<file path="config.mk">
export PLATFORM = sky130hd
export DESIGN_NAME = uart_rx_fifo
export DESIGN_NICKNAME = d
export VERILOG_FILES = /design/src/rtl/uart_rx_fifo.sv
export SDC_FILE = /design/constraint.sdc
export NUM_CORES = 1
export LEC_CHECK = 0
export ABC_AREA = 1
export CORE_MARGIN = 1.5
export CORE_UTILIZATION = 55
export DETAILED_ROUTE_END_ITERATION = 8
export DONT_BUFFER_PORTS = 1
export PLACE_DENSITY = 0.73
export SETUP_SLACK_MARGIN = 0.02
export SLEW_MARGIN = 20
export SYNTH_ARGS = -nofsm -noshare
export SYNTH_HDL_FRONTEND = slang
export SYNTH_SLANG_ARGS = --single-unit
</file>
<file path="constraint.sdc">
create_clock -name clkRx -period 4.7 [get_ports clkRx]
set_clock_uncertainty 0.15 [all_clocks]
set_input_delay 0.47 -clock clkRx [delete_from_list [all_inputs] [get_ports clkRx]]
set_output_delay 0.47 -clock clkRx [all_outputs]
set_load 0.02 [all_outputs]
</file>
<file path="src/rtl/uart_rx_fifo.sv">
// Parametrised UART receiver feeding a small show-ahead receive FIFO.
// Optional parity checking is built when UART_RX_PARITY_EN is defined.
module uart_rx_fifo #(
    parameter int CLKS_PER_BIT = 16,
    parameter int DATA_BITS    = 8,
    parameter int STOP_BITS    = 1,
    parameter int FIFO_DEPTH   = 4,
    parameter int PARITY_ODD   = 0
) (
    input  logic                 clkRx,
    input  logic                 resetreg,
    input  logic                 serialInput,
    input  logic                 rd_en,
    input  logic                 err_clr,
    output logic [DATA_BITS-1:0] data_out,
    output logic                 data_valid,
    output logic                 fifo_full,
    output logic                 frame_err,
    output logic                 overrun_err,
    output logic                 parity_err
);

    localparam int CW = $clog2(CLKS_PER_BIT);
    localparam int IW = $clog2(DATA_BITS);
    localparam int AW = $clog2(FIFO_DEPTH);

    localparam logic [CW-1:0] HALF  = CW'((CLKS_PER_BIT - 1) / 2);
    localparam logic [CW-1:0] LAST  = CW'(CLKS_PER_BIT - 1);
    localparam logic [IW-1:0] DLAST = IW'(DATA_BITS - 1);
    localparam logic [IW-1:0] SLAST = IW'(STOP_BITS - 1);
    localparam logic [AW:0]   FULLC = (AW + 1)'(FIFO_DEPTH);
    localparam logic          ODD   = (PARITY_ODD != 0);

    typedef enum logic [2:0] {
        IDLE,
        START,
        DATA,
        PARITY,
        STOP,
        RECOVER
    } state_t;

    state_t               state;
    logic                 sync1;
    logic                 rx;
    logic [CW-1:0]        cnt;
    logic [IW-1:0]        idx;
    logic [DATA_BITS-1:0] shift;

    logic [DATA_BITS-1:0] mem [FIFO_DEPTH];
    logic [AW-1:0]        wr_ptr;
    logic [AW-1:0]        rd_ptr;
    logic [AW:0]          count;

    logic bit_end;
    logic stop_ok;
    logic fe_set;
    logic push;
    logic pop;
    logic wr;
    logic ov_set;

    assign bit_end = (cnt == LAST);
    assign stop_ok = (state == STOP) && bit_end && rx && (idx == SLAST);
    assign fe_set  = (state == STOP) && bit_end && !rx;

`ifdef UART_RX_PARITY_EN
    logic par_bad;
    logic pe_set;

    assign pe_set = (state == PARITY) && bit_end &&
                    (rx != ((^shift) ^ ODD));
    assign push   = stop_ok && !par_bad;

    // Sticky parity error; a new error wins over a clear.
    always_ff @(posedge clkRx or posedge resetreg) begin
        if (resetreg) parity_err <= 1'b0;
        else parity_err <= (parity_err & ~err_clr) | pe_set;
    end
`else
    assign push       = stop_ok;
    assign parity_err = ODD & 1'b0;
`endif

    assign pop        = rd_en && (count != '0);
    assign wr         = push && ((count != FULLC) || pop);
    assign ov_set     = push && (count == FULLC) && !pop;
    assign data_valid = (count != '0);
    assign fifo_full  = (count == FULLC);
    assign data_out   = data_valid ? mem[rd_ptr] : '0;

    // Two-flop synchroniser, preset to the idle level.
    always_ff @(posedge clkRx or posedge resetreg) begin
        if (resetreg) begin
            sync1 <= 1'b1;
            rx    <= 1'b1;
        end else begin
            sync1 <= serialInput;
            rx    <= sync1;
        end
    end

    // Frame FSM: start validation, data shift, parity and stop checks.
    always_ff @(posedge clkRx or posedge resetreg) begin
        if (resetreg) begin
            state <= IDLE;
            cnt   <= '0;
            idx   <= '0;
            shift <= '0;
`ifdef UART_RX_PARITY_EN
            par_bad <= 1'b0;
`endif
        end else begin
            unique case (state)
                IDLE: begin
                    cnt <= '0;
                    idx <= '0;
                    if (!rx) begin
                        // The detect cycle is the first start-bit cycle.
                        state <= START;
                        cnt   <= CW'(1);
                    end
                end
                START: begin
                    if (cnt == HALF) begin
                        cnt <= '0;
                        if (!rx) begin
                            state <= DATA;
`ifdef UART_RX_PARITY_EN
                            par_bad <= 1'b0;
`endif
                        end else begin
                            state <= IDLE;
                        end
                    end else begin
                        cnt <= cnt + 1'b1;
                    end
                end
                DATA: begin
                    if (bit_end) begin
                        cnt   <= '0;
                        shift <= {rx, shift[DATA_BITS-1:1]};
                        if (idx == DLAST) begin
                            idx <= '0;
`ifdef UART_RX_PARITY_EN
                            state <= PARITY;
`else
                            state <= STOP;
`endif
                        end else begin
                            idx <= idx + 1'b1;
                        end
                    end else begin
                        cnt <= cnt + 1'b1;
                    end
                end
                PARITY: begin
                    if (bit_end) begin
                        cnt   <= '0;
                        state <= STOP;
`ifdef UART_RX_PARITY_EN
                        par_bad <= (rx != ((^shift) ^ ODD));
`endif
                    end else begin
                        cnt <= cnt + 1'b1;
                    end
                end
                STOP: begin
                    if (bit_end) begin
                        cnt <= '0;
                        if (!rx) begin
                            state <= RECOVER;
                            idx   <= '0;
                        end else if (idx == SLAST) begin
                            state <= IDLE;
                            idx   <= '0;
                        end else begin
                            idx <= idx + 1'b1;
                        end
                    end else begin
                        cnt <= cnt + 1'b1;
                    end
                end
                RECOVER: begin
                    cnt <= '0;
                    idx <= '0;
                    if (rx) state <= IDLE;
                end
                default: state <= IDLE;
            endcase
        end
    end

    // Sticky frame and overrun errors; a new error wins over a clear.
    always_ff @(posedge clkRx or posedge resetreg) begin
        if (resetreg) begin
            frame_err   <= 1'b0;
            overrun_err <= 1'b0;
        end else begin
            frame_err   <= (frame_err & ~err_clr) | fe_set;
            overrun_err <= (overrun_err & ~err_clr) | ov_set;
        end
    end

    // FIFO pointers and occupancy count.
    always_ff @(posedge clkRx or posedge resetreg) begin
        if (resetreg) begin
            wr_ptr <= '0;
            rd_ptr <= '0;
            count  <= '0;
        end else begin
            if (wr) wr_ptr <= wr_ptr + 1'b1;
            if (pop) rd_ptr <= rd_ptr + 1'b1;
            if (wr && !pop) count <= count + 1'b1;
            else if (!wr && pop) count <= count - 1'b1;
        end
    end

    // FIFO storage; contents are masked by count so need no reset.
    always_ff @(posedge clkRx) begin
        if (wr) mem[wr_ptr] <= shift;
    end

endmodule

</file>
### Word-level counts from Yosys, hierarchy flattened

Memory sizes are Yosys's and may differ from the RTL's.
Cells that the tools add are included.
Widths: inputs -> output; s select.

| word-level totals | value |
|---|---|
| register bits after elaboration | 29 |
| latch bits | 0 |
| memory bits (writable) | 32 |
| bits in read-only memories | 0 |
| bits of input ports | 5 |
| output and inout port bits | 13 |
| logic and storage cells | 92 |
| memories | 1 |

| cells by class | value |
|---|---|
| $add $sub $neg | 6 |
| multiply operators | 0 |
| divide/modulo/power cells | 0 |
| order comparisons | 0 |
| equal/unequal tests | 18 |
| shift-type cells | 0 |
| mux-type cells | 26 |
| bitwise operators | 5 |
| reductions and logical operators | 25 |

Memories:

| name | words | width | read ports | clocked after Yosys merged registers in | write ports | line | RTL |
|---|---|---|---|---|---|---|---|
| mem | 4 | 8 | 1 | 0 | 1 | 50 | `logic [DATA_BITS-1:0] mem [FIFO_DEPTH];` |

Operator list:

| operator | count |
|---|---|
| $mux 3 | 16 |
| $pmux 3 s6 | 1 |
| $pmux 4 s4 | 1 |
| $ne 2x2->1 const B | 7 |
| $eq 3x3->1 const B | 4 |
| $logic_and 1x1->1 | 10 |
| $pmux 3 s3 | 1 |
| $mux 4 | 2 |
| $mux 8 | 1 |
| $reduce_and 8->1 | 1 |
| $add 3x1->3 const B | 2 |
| $eq 3x2->1 const B | 2 |
| $logic_not 3->1 | 2 |
| $reduce_bool 3->1 | 2 |
| $add 2x1->2 const B | 2 |
| $add 4x1->4 const B | 1 |
| $eq 4x3->1 const B | 1 |
| $eq 4x4->1 const B | 1 |
| $reduce_bool 4->1 | 1 |
| $eq 3x1->1 const B | 1 |
| $logic_not 1->1 | 3 |
| $mux 1 | 3 |
| $ne 3x2->1 const B | 1 |
| $ne 3x3->1 const B | 1 |
| 11 further kinds | 13 |

### Logic depth before layout (Yosys ltp)

Gate-level depths: netlist of the first run.

| logic depth | value |
|---|---|
| depth in word-level cells | 9 |
| gate-level depth with buffers | 15 |
| gate-level depth less buffers | 15 |

### Worst setup path after synthesis of the first run

Ideal clock, no wire load.

| timing path | value |
|---|---|
| path kind | reg2reg |
| start | register count[0] |
| end | register count[1] |
| library setup time | 0.125 ns |
| arrival | 2.315 ns |
| required time | 4.425 ns |
| slack | 2.110 ns |
| stages on the path, launching flop included | 9 |
| path buffers | 0 |
| clock period less this slack | 2.590 ns |
| path through | dfrtp_1 -> nor3_1 -> nand2_1 -> nand3_4 -> inv_2 -> ha_1 -> inv_1 -> fa_1 -> mux2_2 |

| between the ends | value |
|---|---|
| cells in the longest elaborated chain, start to end | 7 |
| elaborated cells on any way between the ends | 14 |
| those cells by class | add/sub: 2; eq/ne: 1; mux: 2; reduce/logical: 9 |

RTL lines:

| element | line | RTL |
|---|---|---|
| start, declared | 53 | `logic [AW:0] count;` |
| start signal, assigned | 214 | `if (wr && !pop) count <= count + 1'b1;` |
| start signal, assigned | 215 | `else if (!wr && pop) count <= count - 1'b1;` |
| $reduce_bool 3->1 | 85 | `assign pop = rd_en && (count != '0);` |
| $logic_and 1x1->1 | 85 |  |
| $logic_or 1x1->1 (*) | 86 | `assign wr = push && ((count != FULLC) \|\| pop);` |
| $logic_and 1x1->1 (*) | 86 |  |
| named net wr | 60 | `logic wr;` |
| $logic_not 1->1 | 215 |  |
| $logic_and 1x1->1 | 215 |  |
| $reduce_bool 2->1 (no source line) | -- |  |

Mark *: on every way through the listed nets, which the timed path passes. The rest lies on a longest branch. The select of a mux whose other input is x is not followed.
A chain may end at the register's enable or synchronous reset.

### Final worst setup path of the first run

Same ends and word-level chain as after synthesis.

==> results of run 1 <==
## worst reg2reg max path, cell delays in order, from the launching register on
cell	delay [ns]
dfrtp_1	0.45
nor3_1	0.63
nand2_1	0.24
nand3_4	0.15
inv_2	0.05
ha_1	0.19
inv_1	0.09
fa_1	0.42
mux2_2	0.27
## final timing paths
path / cells past startpoint / slack (ns) / from / endpoint
min reg2reg: 0 / 0.21 / sync1 / rx
max reg2reg: 8 / 1.95 / count[0] / count[1]
min in group asynchronous: 2 / 0.52 / resetreg / cnt[3]
max in group asynchronous: 2 / 3.47 / resetreg / idx[0]
max: 8 / 1.95 / count[0] / count[1]
min: 1 / 0.09 / err_clr / overrun_err
## per-layer routing
metal  vias up  global-route usage
li1        951                   -
met1       893               0.247
met2        25               0.332
met3         7              0.0397
met4         0               0.109
met5         -                   0
## layout make-up
| class | count | share of cell area |
|---|---|---|
| flip-flops and latches | 61 | 0.544 |
| multi-input cells | 188 | 0.326 |
| clock buffers | 10 | 0.0411 |
| inverters | 31 | 0.0375 |
| well taps | 70 | 0.0282 |
| clock inverters | 6 | 0.0173 |
| repair buffers | 2 | 0.00644 |
## registers in the layout (all words and copies together) (netlist names), 2 cells and up
signal,flops
idx,3
shift,8
cnt,4
state,3
rd_ptr,2
count,3
wr_ptr,2
mem,32
## power by group
| group | total (uW) | internal, uW | leakage (uW) | switching [uW] |
|---|---|---|---|---|
| Sequential | 711 | 610 | 0.000726 | 101 |
| Clock | 430 | 238 | 0.0000888 | 192 |
| Combinational | 547 | 181 | 0.000574 | 366 |
| Total | 1690 | 1030 | 0.00139 | 659 |
## cells in the final DEF (no fill, tap or decap), drive strengths merged, types with 4 or more instances in the layout
cell	count
nor2	55
nand2	48
edfxtp	32
inv	31
o21ai	29
dfrtp	27
nand3	21
a21oi	12
clkbuf	10
ha	9
xor2	4
clkinv	4
## cell families (layout without fill, tap and decap cells)
| kind of cell | Yosys count | in the layout | share of synthesized area |
|---|---|---|---|
| mux | 1 | 1 | 0.00391 |
| xor+xnor | 6 | 6 | 0.0183 |
| fa+ha+maj | 10 | 10 | 0.0461 |
| other cells | 1 | 1 | 0.00130 |
| buf+inv | 39 | 49 | 0.0613 |
| flops | 61 | 61 | 0.587 |
| compound gates | 44 | 44 | 0.0870 |
| simple gates | 126 | 126 | 0.195 |
## metrics by stage
step,setup WS (ns),util
6_report,1.95,0.612
5_1_grt,1.78,0.612
4_1_cts,1.93,0.610
3_5_place_dp,1.94,0.572
3_3_place_gp,2.00,0.572
2_1_floorplan,2.11,-
==> results.py, run 1 <==
metrics = {
    "sta": {
        "rsz0062_at_grt": "false",
        "finalHoldViolCount": 0,
        "finalSetupViolCount": 0,
        "slew_viol_final": 0,
        "fmax_ghz": 0.364,
        "finalSetupTns_ns": 0,
        "worst_pin_slew_ns": 0.849,
        "fin_crit_sh": 0.585,
        "worst_hold_slack_ns": 0.0876,
        "final.min_clock_period_ns": 2.75,
        "max_slew_margin": 0.432,
    },
    "power": {
        "vdd_drop_max_v": 0.000291,
        "power.density_nw_per_um2": 543,
        "p_total_uw": 1690,
        "p_leak_uw": 0.00139,
    },
    "clocking": {
        "insertion_delay_ns": 0.33,
        "cts.repair.resized": 0,
        "clk_pin_slew_worst_paths_ns": 0.07,
        "ctsHoldBuffers": 1,
        "post_cts_buffers": 0,
        "h-tree-depth": 3,
        "clock_path_buffers": 2,
        "cts_tree": "built",
        "clkSinkCount": 61,
        "root_buffer": "clkbuf_8",
        "numCtsBuffers": 9,
    },
    "final_layout": {
        "final_cells": 368,
        "final_cell_area_um2": 3110,
        "nNetsFinal": 308,
        "antennaDiodeCount": 0,
        "syn2layout_area_growth_pct": 7.96,
        "drive_gt1_frac": 0.114,
        "fill_cells": 438,
        "multi_input_area_um2": 1010,
        "register_area_um2": 1690,
    },
    "synth": {
        "synth_nets": 303,
        "seq_area_frac_synth": 0.587,
        "syn_area_per_cell_um2": 9.99,
        "synth_ff_type": "edfxtp_1",
        "synth_most_common_cell": "nor2_1",
        "synth_common_cells": "nor2_1 (51), nand2_1 (45), edfxtp_1 (32)",
        "synthArstFlopShare": 0.475,
        "synth_edf_count": 32,
        "synth_top_cell_by_area": "edfxtp_1",
        "ys_types": 33,
        "ys_warn_count": 0,
        "ys_ff_latch": 61,
        "synthCells": 288,
        "syn_area_um2": 2880,
        "synthTopCellsByArea": "edfxtp_1 (33%), dfrtp_1 (23%), nor2_1 (6.7%), nand2_1 (5.9%), o21ai_0 (4.7%)",
        "synth_top_area_frac": 0.334,
    },
    "detailed_routing": {
        "num_vias": 1876,
        "wl_met1_um": 2360,
        "met3_length_um": 166,
        "wl_per_cell_um": 13.8,
        "wl_met2_um": 2480,
        "top_layer_used": "met4",
        "drtPass1Iterations": 4,
        "drt_iter0_markers": 156,
        "ant_nets": 0,
        "totalWireLength_um": 5070,
        "route.detailed.drc": 0,
        "via_per_inst": 5.10,
    },
    "worst_setup_path": {
        "cp-start-kind": "flop",
        "cp.arrival_ns": 2.81,
        "worstSetupPathType": "flop to flop",
        "worstPathMaxFanout": 6,
        "crit_required_ns": 4.76,
        "slowest_delay_ns": 0.63,
        "crit_path_end_kind": "flop",
        "worstPathCellList": "nor3_1, nand2_1, nand3_4, inv_2, ha_1, inv_1, fa_1, mux2_2",
        "cp_num_buf_inv": 2,
        "cp_slowest_cell": "nor3_1",
        "crit_family": "simple AND/OR/NAND/NOR gates",
    },
    "global_route": {
        "grt_pass1_wl_um": 8130,
        "grt_pass1_vias": 1772,
        "grt_max_degree": 30,
        "antenna_found_initial": 0,
        "grt_usage": 0.200,
        "grt-ovfl-total": 0,
    },
    "floorplanning": {
        "fp.dieW_um": 75.3,
        "initial_core_util": 0.567,
        "io_pins": 18,
        "die_h_um": 75.3,
        "fp.dieArea_um2": 5680,
        "core_um2": 5070,
        "placementRows": 26,
    },
    "min_path": {
        "min-delay-path-class": "input port to flop",
    },
    "outcome": {
        "outcome": "finished, final reports clean",
    },
    "run": {
        "cap_viol_max_count": 0,
    },
    "place": {
        "place.port_buffers": 0,
        "dp.cells": 350,
        "finalWeightedCongestion": 0.852,
        "placed_area_um2": 2910,
        "dp_hpwl_um": 3250,
    },
}
No activity file was read; power rests on OpenSTA's default activity.
==> run 2, diff against run 1 <==
--- a/config.mk
+++ b/config.mk
@@ -10,7 +10,7 @@
 export CORE_UTILIZATION = 55
 export DETAILED_ROUTE_END_ITERATION = 8
 export DONT_BUFFER_PORTS = 1
-export PLACE_DENSITY = 0.73
+export PLACE_DENSITY = 0.76
 export SETUP_SLACK_MARGIN = 0.02
 export SLEW_MARGIN = 20
 export SYNTH_ARGS = -nofsm -noshare
==> constraint.sdc (replaced) <==
create_clock -name clkRx -period 2.3 [get_ports clkRx]
set_clock_uncertainty 0.15 [all_clocks]
set_input_delay 0.23 -clock clkRx [delete_from_list [all_inputs] [get_ports clkRx]]
set_output_delay 0.23 -clock clkRx [all_outputs]
set_load 0.02 [all_outputs]
==> results.py, run 2 (synthesized netlist as in run 1, its figures left out) <==
metrics = {
    "sta": {
        "rsz0062_at_grt": "true",
        "fin_crit_sh": 0.972,
        "finalSetupViolCount": 0,
        "slew_viol_final": 0,
        "finalHoldViolCount": 0,
        "final.min_clock_period_ns": 2.24,
        "finalSetupTns_ns": 0,
        "fmax_ghz": 0.447,
        "fin_ws_ns": 0.0644,
    },
    "worst_setup_path": {
        "cp.arrival_ns": 2.30,
        "cp_slowest_cell": "fa_2",
        "critPathMostFrequentCell": "inv_2",
        "cp-start-kind": "flop",
        "worstSetupPathType": "flop to flop",
        "worstPathCellList": "inv_2, ha_4, inv_2, nor2_4, inv_2, nor2_4, nand3_4, inv_4, ha_4, inv_4, fa_2, mux2_4",
        "slowest_delay_ns": 0.42,
        "reg2reg_depth": 12,
        "crit_required_ns": 2.37,
        "crit_path_end_kind": "flop",
        "worstPathMaxFanout": 3,
    },
    "place": {
        "finalWeightedCongestion": 0.872,
        "dp_hpwl_um": 3450,
        "place.port_buffers": 0,
        "dp_worst_setup_slack_ns": -0.0200,
        "dp.cells": 365,
    },
    "floorplanning": {
        "die_h_um": 75.3,
        "fp.dieArea_um2": 5680,
        "core_um2": 5070,
        "io_pins": 18,
        "initial_core_util": 0.567,
        "placementRows": 26,
        "fp.dieW_um": 75.3,
    },
    "global_route": {
        "grt-ovfl-total": 0,
        "grt_pass1_wl_um": 8330,
        "met2_usage": 0.331,
        "grt_pass1_vias": 1864,
        "use_met3": 0.0635,
        "grt_usage": 0.202,
        "met1_usage": 0.238,
        "grt_most_used_layer": "met2",
        "antenna_found_initial": 0,
        "grt_max_degree": 30,
    },
    "clocking": {
        "clk_pin_slew_worst_paths_ns": 0.07,
        "h-tree-depth": 3,
        "cts_tree": "built",
        "clkSinkCount": 61,
        "root_buffer": "clkbuf_8",
        "numCtsBuffers": 9,
        "clock_path_buffers": 2,
        "insertion_delay_ns": 0.34,
    },
    "final_layout": {
        "largest_reg_flops": 32,
        "syn2layout_area_growth_pct": 16.5,
        "top_register": "mem",
        "nNetsFinal": 327,
        "final_cells": 387,
        "antennaDiodeCount": 0,
        "drive_gt1_frac": 0.208,
        "final_common_cell": "nor2_1",
        "final_cell_mix": "nor2_1 (48), nand2_1 (45), edfxtp_1 (32)",
        "fill_cells": 397,
        "final_core_utilization": 0.661,
        "largest_registers": "mem (32), shift (8), cnt (4)",
    },
    "outcome": {
        "outcome": "finished, final reports clean",
    },
    "power": {
        "p_leak_uw": 0.00151,
        "power.density_nw_per_um2": 1130,
        "vdd_drop_max_v": 0.000653,
    },
    "detailed_routing": {
        "drtPass1Iterations": 4,
        "ant_nets": 0,
        "totalWireLength_um": 5200,
        "via_per_inst": 5.02,
        "num_vias": 1943,
        "route.detailed.drc": 0,
        "drt_iter0_markers": 117,
        "wl_per_cell_um": 13.4,
    },
    "min_path": {
        "min-delay-path-class": "input port to flop",
        "holdPathStages": 3,
    },
    "run": {
        "cap_viol_max_count": 0,
    },
}
[run 2: what timing repair did]
action / CTS / global route
buffers inserted: 0 / 2
setup endpoints to repair: 2 / 10
pin swaps: 1 / 7
endpoints found under the hold margin: 33 / 0
hold buffers: 4 / 0
resized for setup: 2 / 15
[run 2: critical path: cells and delay by family, from the launching register on]
kind          cells  cell delay [ns]
flops             1             0.39
buf+inv           5             0.30
fa+ha+maj         3             0.68
simple gates      3             0.32
mux               1             0.27
[run 2: metrics by stage]
| step | cell area [um^2] | hold slack [ns] | total power [uW] |
|---|---|---|---|
| after floorplan | 2890 | 0.0845 | 2420 |
| after global placement | 3030 | 0.0579 | 2660 |
| after detailed placement | 3030 | 0.0650 | 2710 |
| after CTS | 3290 | 0.0135 | 3760 |
| after global routing | 3350 | 0.0513 | 4040 |
| final | 3350 | 0.0271 | 3790 |
[run 2: path summary, 6_finish.rpt]
check / slack [ns] / start / end
max in group asynchronous: 1.43 / resetreg / rx
min: 0.03 / rd_en / overrun_err
min in group asynchronous: 0.26 / resetreg / wr_ptr[1]
max reg2reg: 0.06 / idx[1] / count[1]
min reg2reg: 0.21 / sync1 / rx
max: 0.06 / idx[1] / count[1]
[run 2: cell type report]
type,instances,area (um^2),share of cell area
Clock buffer,9,124,0.0369
Clock inverter,7,90.1,0.0269
Inverter,31,121,0.0362
Multi-Input combinational cell,188,1070,0.320
Sequential cell,61,1690,0.504
Tap cell,70,87.6,0.0261
Timing Repair Buffer,21,168,0.0500
[run 2: layer usage]
layer  routed length [um]  share of wire
met5                    0              0
met4                   89          0.017
met3                  160          0.031
met2                 2650           0.51
met1                 2300           0.44
[run 2: where the power goes]
group	switching [uW]	internal (uW)	total [uW]
combinational	861	502	1360
sequential	162	1250	1410
clock	411	603	1010
total	1430	2360	3790
